--- config.mk ---
export PLATFORM = sky130hd
export DESIGN_NAME = fetch_unit
export DESIGN_NICKNAME = d
export VERILOG_FILES = /design/src/rtl/fetch_unit.sv
export SDC_FILE = /design/constraint.sdc
export NUM_CORES = 1
export LEC_CHECK = 0
export ABC_AREA = 1
export BUFFER_PORTS_ARGS = -buffer_cell sky130_fd_sc_hd__buf_2
export CORE_MARGIN = 2
export CORE_UTILIZATION = 40
export CTS_CLUSTER_SIZE = 30
export DETAILED_ROUTE_END_ITERATION = 8
export PLACE_DENSITY_LB_ADDON = 0.25
export SYNTH_ARGS = -nofsm -noshare
export SYNTH_HDL_FRONTEND = slang
export SYNTH_SLANG_ARGS = --single-unit
export TNS_END_PERCENT = 5
--- constraint.sdc ---
create_clock -name clk -period 1.1 [get_ports clk]
set_input_delay 0 -clock clk [delete_from_list [all_inputs] [get_ports clk]]
set_output_delay 0 -clock clk [all_outputs]
set_load 0.1 [all_outputs]
--- src/rtl/fetch_unit.sv ---
// -----------------------------------------------------------------------------
// fetch_unit
//   Instruction fetch sequencer. It captures the PC in ADDR, issues a single
//   16-bit memory read in FETCH, then holds the instruction in ir until the
//   consumer acknowledges it. A flush (redirect) aborts the current sequence.
//   If a read is already outstanding, the read is drained and its data is
//   discarded, so the bus handshake is never broken.
//
//   Optional feature: define FETCH_TIMEOUT_EN to bound the wait for mem_ready
//   to TIMEOUT_CYCLES cycles. On expiry the unit pulses bus_err and returns to
//   IDLE. When the macro is undefined the wait is unbounded and bus_err is
//   tied low.
//
// Ports
//   clk        in   1   clock, all state on rising edge
//   reset      in   1   synchronous, active-high reset
//   run        in   1   fetch enable; no new fetch starts while low
//   flush      in   1   redirect strobe (PC is loaded externally that cycle)
//   pc_in      in  16   current PC value
//   mem_rd     out  1   memory read request (FETCH / DRAIN only)
//   mem_addr   out 16   read address (captured PC)
//   mem_ready  in   1   read data valid, completes the request
//   mem_rdata  in  16   read data
//   ir         out 16   instruction register
//   ir_valid   out  1   ir holds an unconsumed instruction
//   ir_ack     in   1   downstream consumed ir
//   load_pc    out  1   one-cycle PC advance strobe per completed fetch
//   pc_sel     out  2   PC source select, always PC+2 (2'b00)
//   bus_err    out  1   one-cycle fetch-timeout pulse
// -----------------------------------------------------------------------------
module fetch_unit #(
    parameter int TIMEOUT_CYCLES = 16
) (
    input  logic        clk,
    input  logic        reset,
    input  logic        run,
    input  logic        flush,
    input  logic [15:0] pc_in,
    output logic        mem_rd,
    output logic [15:0] mem_addr,
    input  logic        mem_ready,
    input  logic [15:0] mem_rdata,
    output logic [15:0] ir,
    output logic        ir_valid,
    input  logic        ir_ack,
    output logic        load_pc,
    output logic [1:0]  pc_sel,
    output logic        bus_err
);

    typedef enum logic [2:0] {
        S_IDLE  = 3'd0,
        S_ADDR  = 3'd1,
        S_FETCH = 3'd2,
        S_DRAIN = 3'd3,
        S_HOLD  = 3'd4
    } state_t;

    state_t      state_reg;
    logic [15:0] addr_reg;
    logic [15:0] ir_reg;
    logic        mem_rd_reg;
    logic        ir_valid_reg;
    logic        load_pc_reg;
    logic        bus_err_reg;
    logic        tmo_hit;

`ifdef FETCH_TIMEOUT_EN
    localparam int CNT_W = $clog2(TIMEOUT_CYCLES) + 1;

    logic [CNT_W-1:0] tmo_cnt_reg;
    logic             in_bus;
    logic             to_drain;

    assign in_bus   = (state_reg == S_FETCH) || (state_reg == S_DRAIN);
    assign to_drain = (state_reg == S_FETCH) && flush && !mem_ready;

    // Held at zero outside the bus states, so it starts from zero on entry to
    // FETCH. The FETCH->DRAIN hop restarts it so the drain gets a full budget.
    always_ff @(posedge clk) begin
        if (reset || !in_bus || to_drain) begin
            tmo_cnt_reg <= '0;
        end else if (!mem_ready) begin
            tmo_cnt_reg <= tmo_cnt_reg + CNT_W'(1);
        end
    end

    // The last permitted waiting cycle: mem_rd has been high TIMEOUT_CYCLES cycles.
    assign tmo_hit = in_bus && !mem_ready &&
                     (tmo_cnt_reg == CNT_W'(TIMEOUT_CYCLES - 1));
`else
    assign tmo_hit = 1'b0;
`endif

    always_ff @(posedge clk) begin
        if (reset) begin
            state_reg    <= S_IDLE;
            addr_reg     <= 16'h0000;
            ir_reg       <= 16'h0000;
            mem_rd_reg   <= 1'b0;
            ir_valid_reg <= 1'b0;
            load_pc_reg  <= 1'b0;
            bus_err_reg  <= 1'b0;
        end else begin
            load_pc_reg <= 1'b0;
            bus_err_reg <= 1'b0;
            case (state_reg)
                S_IDLE: begin
                    if (run) begin
                        state_reg <= S_ADDR;
                    end
                end
                S_ADDR: begin
                    addr_reg <= pc_in;
                    if (flush) begin
                        state_reg <= S_ADDR;          // re-sample the redirected PC
                    end else if (run) begin
                        state_reg  <= S_FETCH;
                        mem_rd_reg <= 1'b1;
                    end else begin
                        state_reg <= S_IDLE;
                    end
                end
                S_FETCH: begin
                    if (mem_ready) begin
                        mem_rd_reg <= 1'b0;
                        if (flush) begin
                            state_reg <= S_ADDR;      // stale data dropped
                        end else begin
                            ir_reg       <= mem_rdata;
                            load_pc_reg  <= 1'b1;
                            ir_valid_reg <= 1'b1;
                            state_reg    <= S_HOLD;
                        end
                    end else if (flush) begin
                        state_reg <= S_DRAIN;         // read still owed to the bus
                    end else if (tmo_hit) begin
                        mem_rd_reg  <= 1'b0;
                        bus_err_reg <= 1'b1;
                        state_reg   <= S_IDLE;
                    end
                end
                S_DRAIN: begin
                    if (mem_ready) begin
                        mem_rd_reg <= 1'b0;
                        state_reg  <= S_ADDR;
                    end else if (tmo_hit) begin
                        mem_rd_reg  <= 1'b0;
                        bus_err_reg <= 1'b1;
                        state_reg   <= S_IDLE;
                    end
                end
                S_HOLD: begin
                    if (flush) begin
                        ir_valid_reg <= 1'b0;
                        state_reg    <= S_ADDR;
                    end else if (ir_ack) begin
                        ir_valid_reg <= 1'b0;
                        state_reg    <= run ? S_ADDR : S_IDLE;
                    end
                end
                default: begin
                    state_reg    <= S_IDLE;
                    mem_rd_reg   <= 1'b0;
                    ir_valid_reg <= 1'b0;
                end
            endcase
        end
    end

    assign mem_rd   = mem_rd_reg;
    assign mem_addr = addr_reg;
    assign ir       = ir_reg;
    assign ir_valid = ir_valid_reg;
    assign load_pc  = load_pc_reg;
    assign bus_err  = bus_err_reg;
    assign pc_sel   = 2'b00;

endmodule

==> impl_metrics.csv, run 1 <==
group,metric,value,unit
layout,layout.nets,359,
layout,layoutNonFillerInstCount,370,
global_route,grtUsageMet3,0.0565,
layout,drive_gt1_frac,0.348,
synthesis,netlist_top_cells_area,"dfxtp_1, nand2_1, nor2_1",
layout,num-fill-cells,293,
synthesis,ys_seq_area_frac,0.502,
synthesis,netlist_area,1510,um^2
cts,cts-buffers-inserted,5,
sta,timing.final.crit_period,1200,ps
global_route,grt.overflow.total,0,
cts,cts.sinks,38,
floorplanning,start_util,0.414,
synthesis,synth-seq-cells,38,
placement,place_congestion,0.804,
placement,dp.cells,329,
critical_path,path_buf_inv,2,
sta,hold_viol_final,0,
run_status,outcome,"complete, but fails checks",
synthesis,yosysTopAreaCellShare,0.502,
global_route,use_met1,0.209,
cts,clkTransAtPathRegs,70,ps
flow_run,maxCapViolCount,0,
critical_path,end_kind,"register",
critical_path,worstSetupPathType,"register to register",
cts,cts-root-buf,"clkbuf_8",
detailed_routing,wl_per_cell,10.8,um
critical_path,start_kind,"register",
floorplanning,chipWidth,65.5,um
detailed_routing,avgViaCountPerCell,4.48,
sta,setup-violations-final,29,
sta,skew,2.38,ps
layout,syn2layout_area_growth,64.4,%
critical_path,path_delay_family,"simple AND/OR/NAND/NOR gates",
floorplanning,fp.dieH,65.5,um
cts,cts.path.max_buffers,2,
layout,num_antenna_cells,0,
detailed_routing,ant_nets,0,
power_and_ir_drop,p_leak,1.26,nW
critical_path,critical_path.most_common_cell,"nor2_1",
critical_path,required,1280,ps
critical_path,crit_chain,"buf_4 -> nor2_4 -> nand2_4 -> nor2_8 -> inv_4 -> nor2_1 -> nor2_1",
power_and_ir_drop,peakVddDrop,0.00124,V
global_route,antenna_found_initial,0,
critical_path,path_max_fanout,19,
floorplanning,rows,22,
detailed_routing,route.final.wire_length,4010,um
power_and_ir_drop,power_density,1850,nW/um^2
synthesis,synth.distinct_cells,19,
cts,htreeDepth,2,
detailed_routing,first_pass_iters,4,
cts,cts_tree,"built",
run_status,violations,"setup timing",
cts,clkLatencyLatePin,290,ps
detailed_routing,drc,0,
floorplanning,die_area,4290,um^2
sta,rsz0062_at_grt,"yes",
critical_path,cp.arrival,1380,ps
synthesis,syn_inst,202,
layout,seqCellArea,767,um^2
global_route,grt_max_degree,20,
worst_hold_path,hold_path_class,"primary input to register",
floorplanning,core,3660,um^2
sta,max_clock_freq,0.830,GHz
global_route,grtUsageTotal,0.196,
global_route,grt_use_met2,0.372,
synthesis,syn_area_per_cell,7.49,um^2
sta,drv_slew,0,
global_route,grt_pass1_wl,6570,um
global_route,grt_pass1_vias,1605,
placement,io_buffers,72,
sta,period_share,1.10,
detailed_routing,initialDrtViolationCount,52,
placement,dp_hpwl,2510,um
synthesis,yosysTopAreaCell,"dfxtp_1",
synthesis,synth_warnings,0,
critical_path,cp_slowest_cell,"dfxtp_1",
global_route,grt-busiest-layer,"met2",
critical_path,slowest_delay,310,ps
sta,hold_slack,18.7,ps
detailed_routing,vias,1658,
sta,setup_ws,-105,ps
floorplanning,io_pins,76,
layout,multi_input_area,657,um^2
[tightest hold or removal path, delay by kind of cell]
kind            cells  cell delay, ps
buf+inv             1             120
simple gates        1              80
compound gates      1              50
[worst paths after layout]
path	startpoint	endpoint	slack, ps	depth (start not counted)
setup / recovery	state_reg[0]$_SDFFE_PP0P_	ir[3]$_SDFFE_PP0P_	-100	7
hold / removal	run	mem_rd$_SDFFE_PP0P_	20	3
setup reg to reg	state_reg[0]$_SDFFE_PP0P_	ir[3]$_SDFFE_PP0P_	-100	7
hold reg to reg	mem_rd$_SDFFE_PP0P_	mem_rd$_SDFFE_PP0P_	440	2
[power by group]
| part | total (mW) | internal (mW) | switching [mW] |
|---|---|---|---|
| combinational | 2.02 | 0.557 | 1.46 |
| clock | 0.982 | 0.503 | 0.479 |
| sequential | 1.60 | 1.52 | 0.0731 |
[layout make-up]
class | instances | share of cell area
Clock inverter | 2 | 0.00503
Sequential cell | 38 | 0.308
Timing Repair Buffer | 120 | 0.347
Tap cell | 48 | 0.0241
Clock buffer | 6 | 0.0332
Inverter | 11 | 0.0186
Multi-Input combinational cell | 145 | 0.264
[per-stage QoR]
step                      TNS [ps]  power, mW  setup slack, ps  area [um^2]  utilization
after floorplan              -5590       3.07             -185         1520            -
after global placement       -1350       3.52             -122         2030        0.555
after detailed placement     -1980       3.53             -102         2030        0.555
after CTS                    -2090       4.62             -123         2470        0.675
after global routing         -4960       4.84             -193         2490        0.680
final                        -1470       4.60             -105         2490        0.680
[placed cells by master (no fill, tap or decap), types with 2 or more instances in the layout]
| cell type | Yosys | layout |
|---|---|---|
| dfxtp_2 | 0 | 2 |
| buf_2 | 0 | 67 |
| a21oi_1 | 19 | 19 |
| inv_4 | 1 | 2 |
| buf_4 | 4 | 13 |
| dfxtp_1 | 38 | 35 |
| a21oi_2 | 2 | 2 |
| dlygate4sd3_1 | 0 | 32 |
| nand3_1 | 6 | 5 |
| conb_1 | 1 | 3 |
| clkbuf_4 | 0 | 4 |
| nand2_1 | 50 | 50 |
| o21ai_0 | 16 | 16 |
| nand3_2 | 1 | 2 |
| nor2_2 | 0 | 2 |
| inv_2 | 3 | 2 |
| buf_12 | 0 | 4 |
| nor2_1 | 44 | 42 |
| inv_1 | 7 | 7 |
| clkbuf_8 | 0 | 6 |
[cell usage after synthesis (all sizes together)]
master / instances
nor2: 46
conb: 1
clkbuf: 3
o21ai: 16
inv: 11
nand3: 7
buf: 7
a21oi: 21
nand2: 51
o211ai: 1
dfxtp: 38
[per-layer routing]
metal / wire length, um / part of all wire
met1: 1700 / 0.42
met2: 2090 / 0.52
met3: 192 / 0.048
met4: 29 / 0.0072
met5: 0 / 0
[timing repair]
item | 4_1_cts | 5_1_grt
resized for setup | 5 | 7
setup buffers | 1 | 0
setup endpoints to repair | 38 | 42
endpoints found under the hold margin | 32 | 0
hold buffers | 32 | 0
pin swaps | 4 | 1
[logic make-up (layout without fill, tap and decap cells)]
family,count (synthesis),after routing,synth area share
and+or+nand+nor,104,104,0.284
AOI/OAI and AO/OA,38,38,0.132
DFF,38,38,0.502
buffers and inverters,21,139,0.0785
other,1,3,0.00248
Power figures use the tool's default switching activity.
==> inputs of run 2 (changes only) <==
--- a/config.mk
+++ b/config.mk
@@ -12,6 +12,7 @@
 export CTS_CLUSTER_SIZE = 30
 export DETAILED_ROUTE_END_ITERATION = 8
 export PLACE_DENSITY_LB_ADDON = 0.25
+export RECOVER_POWER = 25
 export SYNTH_ARGS = -nofsm -noshare
 export SYNTH_HDL_FRONTEND = slang
 export SYNTH_SLANG_ARGS = --single-unit
==> impl_metrics.csv, run 2 (same netlist as run 1, synthesis figures left out) <==
group,metric,value,unit
run_status,outcome,"complete, but fails checks",
run_status,violations,"setup timing",
layout,num-fill-cells,295,
sta,setup-violations-final,30,
cts,clkTransAtPathRegs,70,ps
placement,place_congestion,0.804,
layout,final_cell_mix,"buf_2, nand2_1, nor2_1",
global_route,grt.overflow.total,0,
sta,hold_viol_final,0,
critical_path,r2r-start,"state_reg[0]$_SDFFE_PP0P_",
sta,skew,2.46,ps
critical_path,cp.arrival,1380,ps
flow_run,maxCapViolCount,0,
global_route,antenna_found_initial,0,
detailed_routing,ant_nets,0,
critical_path,required,1280,ps
power_and_ir_drop,power_density,1850,nW/um^2
sta,hold_slack,18.5,ps
layout,seqCellArea,767,um^2
worst_hold_path,hold_path_class,"primary input to register",
floorplanning,fp.dieH,65.5,um
floorplanning,io_pins,76,
layout,layout.nets,359,
critical_path,slowest_delay,310,ps
global_route,grt_pass1_vias,1605,
sta,drv_slew,0,
sta,max_clock_freq,0.830,GHz
layout,finalInstanceArea,2480,um^2
sta,slew_headroom,0.640,
global_route,grt_max_degree,20,
placement,dp_hpwl,2510,um
layout,layoutNonFillerInstCount,370,
cts,cts-buffers-inserted,5,
detailed_routing,wl_per_cell,10.9,um
critical_path,critical_path.most_common_cell,"nor2_1",
cts,cts.sinks,38,
layout,num_antenna_cells,0,
sta,timing.final.crit_period,1200,ps
layout,final_util,0.676,
detailed_routing,drc,0,
placement,dp.cells,329,
critical_path,worstSetupPathType,"register to register",
floorplanning,rows,22,
sta,setup_ws,-105,ps
worst_hold_path,hold_start,"run",
sta,rsz0062_at_grt,"yes",
critical_path,path_max_fanout,19,
sta,worst_slew_pin_slew,543,ps
cts,clkLatencyLatePin,290,ps
cts,htreeDepth,2,
floorplanning,core,3660,um^2
global_route,grtUsageTotal,0.196,
detailed_routing,first_pass_iters,4,
detailed_routing,initialDrtViolationCount,54,
layout,drive_gt1_frac,0.348,
power_and_ir_drop,p_leak,1.25,nW
detailed_routing,vias,1658,
cts,cts.path.max_buffers,2,
layout,final_common_cell,"buf_2",
cts,cts-root-buf,"clkbuf_8",
placement,place_area,2030,um^2
critical_path,r2r_slack,-100,ps
floorplanning,die_area,4290,um^2
placement,io_buffers,72,
detailed_routing,avgViaCountPerCell,4.48,
floorplanning,chipWidth,65.5,um
detailed_routing,route.final.wire_length,4020,um
floorplanning,start_util,0.414,
critical_path,end_kind,"register",
global_route,grt_pass1_wl,6570,um
power_and_ir_drop,total_power,4.59,mW
critical_path,start_kind,"register",
critical_path,cp_slowest_cell,"dfxtp_1",
sta,period_share,1.10,
power_and_ir_drop,peakVddDrop,0.00124,V
layout,syn2layout_area_growth,63.6,%
critical_path,crit_chain,"buf_4 -> nor2_4 -> nand2_4 -> nor2_8 -> inv_4 -> nor2_1 -> nor2_1",
cts,cts_tree,"built",
layout,multi_input_area,657,um^2
critical_path,startpoint,"state_reg[0]$_SDFFE_PP0P_",
## run 2: changes by cell type in the layout (fill, tap and decap cells not counted), sizes merged
cell | before | now
buf | 84 | 82
clkbuf | 10 | 12
## run 2: worst paths after layout
kind              depth (start not counted)             endpoint
hold / removal                            3  mem_rd$_SDFFE_PP0P_
setup / recovery                          7   ir[3]$_SDFFE_PP0P_
setup reg to reg                          7   ir[3]$_SDFFE_PP0P_
hold reg to reg                           2  mem_rd$_SDFFE_PP0P_
## run 2: cell type report
class / instances / area share
repair buffers: 120 / 0.344
flip-flops and latches: 38 / 0.310
multi-input cells: 145 / 0.265
clock buffers: 6 / 0.0334
well taps: 48 / 0.0243
inverters: 11 / 0.0187
clock inverters: 2 / 0.00505
## run 2: timing repair
| action | in CTS | in global routing |
|---|---|---|
| endpoints found under the hold margin | 32 | 0 |
| hold buffers | 32 | 0 |
| buffers inserted | 1 | 0 |
| endpoints found under the setup margin | 38 | 42 |
| gates resized for setup | 5 | 7 |
| pin swaps | 4 | 1 |
## run 2: power by group
part / total [mW] / internal, mW / switching (mW) / leakage (nW)
clock: 0.981 / 0.503 / 0.478 / 0.0472
combinational: 2.01 / 0.552 / 1.46 / 0.895
sequential: 1.60 / 1.52 / 0.0722 / 0.311
## run 2: through the flow
stage | TNS [ps] | setup slack [ps]
after global routing | -4960 | -193
after CTS | -2090 | -123
final | -1460 | -105
after floorplan | -5590 | -185
after detailed placement | -1980 | -102
after global placement | -1350 | -122
## run 2: layer usage
metal	routed length [um]	global-route usage	up-vias
li1	-	-	865
met1	1710	0.209	742
met2	2090	0.372	47
met3	192	0.0565	4
met4	29	0.0547	0
met5	0	0	-
## run 2: critical path, delay by kind of cell (launching register included)
kind / cells / cell delay, ps
simple gates: 5 / 520
flops: 1 / 310
buf+inv: 2 / 260
==> inputs of run 3 (changes only) <==
--- a/config.mk
+++ b/config.mk
@@ -11,7 +11,7 @@
 export CORE_UTILIZATION = 40
 export CTS_CLUSTER_SIZE = 30
 export DETAILED_ROUTE_END_ITERATION = 8
-export PLACE_DENSITY_LB_ADDON = 0.25
+export PLACE_DENSITY_LB_ADDON = 0.05
 export RECOVER_POWER = 25
 export SYNTH_ARGS = -nofsm -noshare
 export SYNTH_HDL_FRONTEND = slang
==> impl_metrics.csv, run 3 (same netlist as run 1, synthesis figures left out) <==
group,metric,value,unit
placement,place_congestion,0.843,
critical_path,slowest_delay,360,ps
power_and_ir_drop,p_leak,1.28,nW
critical_path,critical_path_cell_count,7,
cts,cts-root-buf,"clkbuf_8",
global_route,antenna_found_initial,0,
global_route,grt_pass1_vias,1563,
cts,clkTransAtPathRegs,70,ps
layout,drive_gt1_frac,0.360,
cts,clkLatencyLatePin,280,ps
layout,final_common_cell,"buf_2",
placement,io_buffers,72,
sta,hold_viol_final,0,
cts,cts-buffers-inserted,5,
critical_path,start_kind,"register",
detailed_routing,ant_nets,0,
floorplanning,rows,22,
critical_path,path_max_fanout,6,
cts,cts_tree,"built",
cts,cts.sinks,38,
critical_path,worstSetupPathType,"register to register",
critical_path,rr_worst_depth,7,
global_route,grtUsageTotal,0.207,
sta,rsz0062_at_grt,"yes",
sta,timing.final.crit_period,1140,ps
sta,tns,-440,ps
floorplanning,chipWidth,65.5,um
critical_path,r2r_slack,-40,ps
flow_run,maxCapViolCount,0,
placement,dp_hpwl,2450,um
cts,cts.path.max_buffers,2,
sta,period_share,1.04,
sta,max_clock_freq,0.875,GHz
critical_path,required,1330,ps
floorplanning,die_area,4290,um^2
run_status,outcome,"complete, but fails checks",
layout,layoutNonFillerInstCount,373,
layout,layout.nets,362,
critical_path,path_buf_inv,2,
critical_path,r2r-start,"state_reg[1]$_SDFFE_PP0P_",
sta,setup-violations-final,18,
critical_path,cp-endpoint,"ir[15]$_SDFFE_PP0P_",
global_route,grt_max_degree,20,
detailed_routing,route.final.wire_length,4150,um
floorplanning,core,3660,um^2
critical_path,timing.rr.end,"ir[15]$_SDFFE_PP0P_",
critical_path,end_kind,"register",
power_and_ir_drop,power_density,1830,nW/um^2
floorplanning,io_pins,76,
floorplanning,fp.dieH,65.5,um
critical_path,path_delay_family,"simple AND/OR/NAND/NOR gates",
global_route,grt_pass1_wl,6760,um
run_status,violations,"setup timing",
layout,num_antenna_cells,0,
critical_path,crit_chain,"inv_2 -> nor2_4 -> nand2_4 -> nor2_8 -> clkbuf_16 -> o21ai_0 -> nor2_1",
worst_hold_path,hold_path_class,"primary input to register",
sta,skew,6.06,ps
critical_path,cp_slowest_cell,"dfxtp_2",
critical_path,startpoint,"state_reg[1]$_SDFFE_PP0P_",
power_and_ir_drop,peakVddDrop,0.000834,V
sta,drv_slew,0,
power_and_ir_drop,total_power,4.62,mW
detailed_routing,first_pass_iters,4,
layout,syn2layout_area_growth,66.3,%
layout,final_cell_mix,"buf_2, nand2_1, nor2_1",
floorplanning,start_util,0.414,
sta,setup_ws,-43.4,ps
detailed_routing,avgViaCountPerCell,4.47,
detailed_routing,drc,0,
layout,final_util,0.688,
detailed_routing,wl_per_cell,11.1,um
cts,htreeDepth,2,
placement,dp.cells,331,
global_route,grt.overflow.total,0,
critical_path,cp.arrival,1370,ps
detailed_routing,initialDrtViolationCount,96,
detailed_routing,vias,1668,
worst_hold_path,hold_start,"run",
==> run 3: stage by stage <==
| stage | cell area (um^2) | hold WS (ps) | setup slack, ps |
|---|---|---|---|
| global route | 2520 | 21.9 | -146 |
| global placement | 2040 | 224 | -93.7 |
| finish | 2520 | 14.1 | -43.4 |
| detailed placement | 2040 | 227 | -78.8 |
| CTS | 2470 | 8.74 | -26.9 |
| floorplan | 1520 | 135 | -185 |
==> run 3: cell type report <==
cell class / count / area (um^2)
fillers: 327 / 1140
repair buffers: 123 / 882
flip-flops and latches: 38 / 766
multi-input cells: 145 / 668
clock buffers: 6 / 82.6
well taps: 48 / 60.1
inverters: 11 / 46.3
clock inverters: 2 / 12.5
==> run 3: how the worst min path moves through the flow <==
| stage | end | slack (ps) | depth (start not counted) |
|---|---|---|---|
| after global placement | ir[3]$_SDFFE_PP0P_ | 220 | 3 |
| after CTS | mem_rd$_SDFFE_PP0P_ | 9 | 3 |
| after detailed placement | ir[8]$_SDFFE_PP0P_ | 230 | 3 |
| final | mem_rd$_SDFFE_PP0P_ | 10 | 3 |
| after floorplan | ir[0]$_SDFFE_PP0P_ | 130 | 2 |
| after global routing | mem_rd$_SDFFE_PP0P_ | 20 | 3 |
==> run 3: worst reg2reg max path: cells and delay by family, from the launching register on <==
family	cells	cell delay, ps
flops	1	360
compound gates	1	70
simple gates	4	440
buf+inv	2	220
==> run 3: where the power goes <==
group | internal [mW] | switching [mW] | total [mW]
Sequential | 1.53 | 0.0813 | 1.61
Clock | 0.503 | 0.479 | 0.983
Combinational | 0.562 | 1.46 | 2.03
==> run 3: repair_timing <==
action / in CTS / in global routing
pin swaps: 0 / 0
gates cloned: 0 / 1
endpoints found under the setup margin: 37 / 42
setup buffers: 0 / 1
hold buffers: 32 / 0
hold endpoints to repair: 32 / 0
gates resized for setup: 6 / 9
==> run 3: routing by layer <==
layer	routed length, um	part of all wire	GRT usage
met5	0	0	0
met4	0	0	0.0521
met3	256	0.062	0.0719
met2	2190	0.53	0.374
met1	1700	0.41	0.230
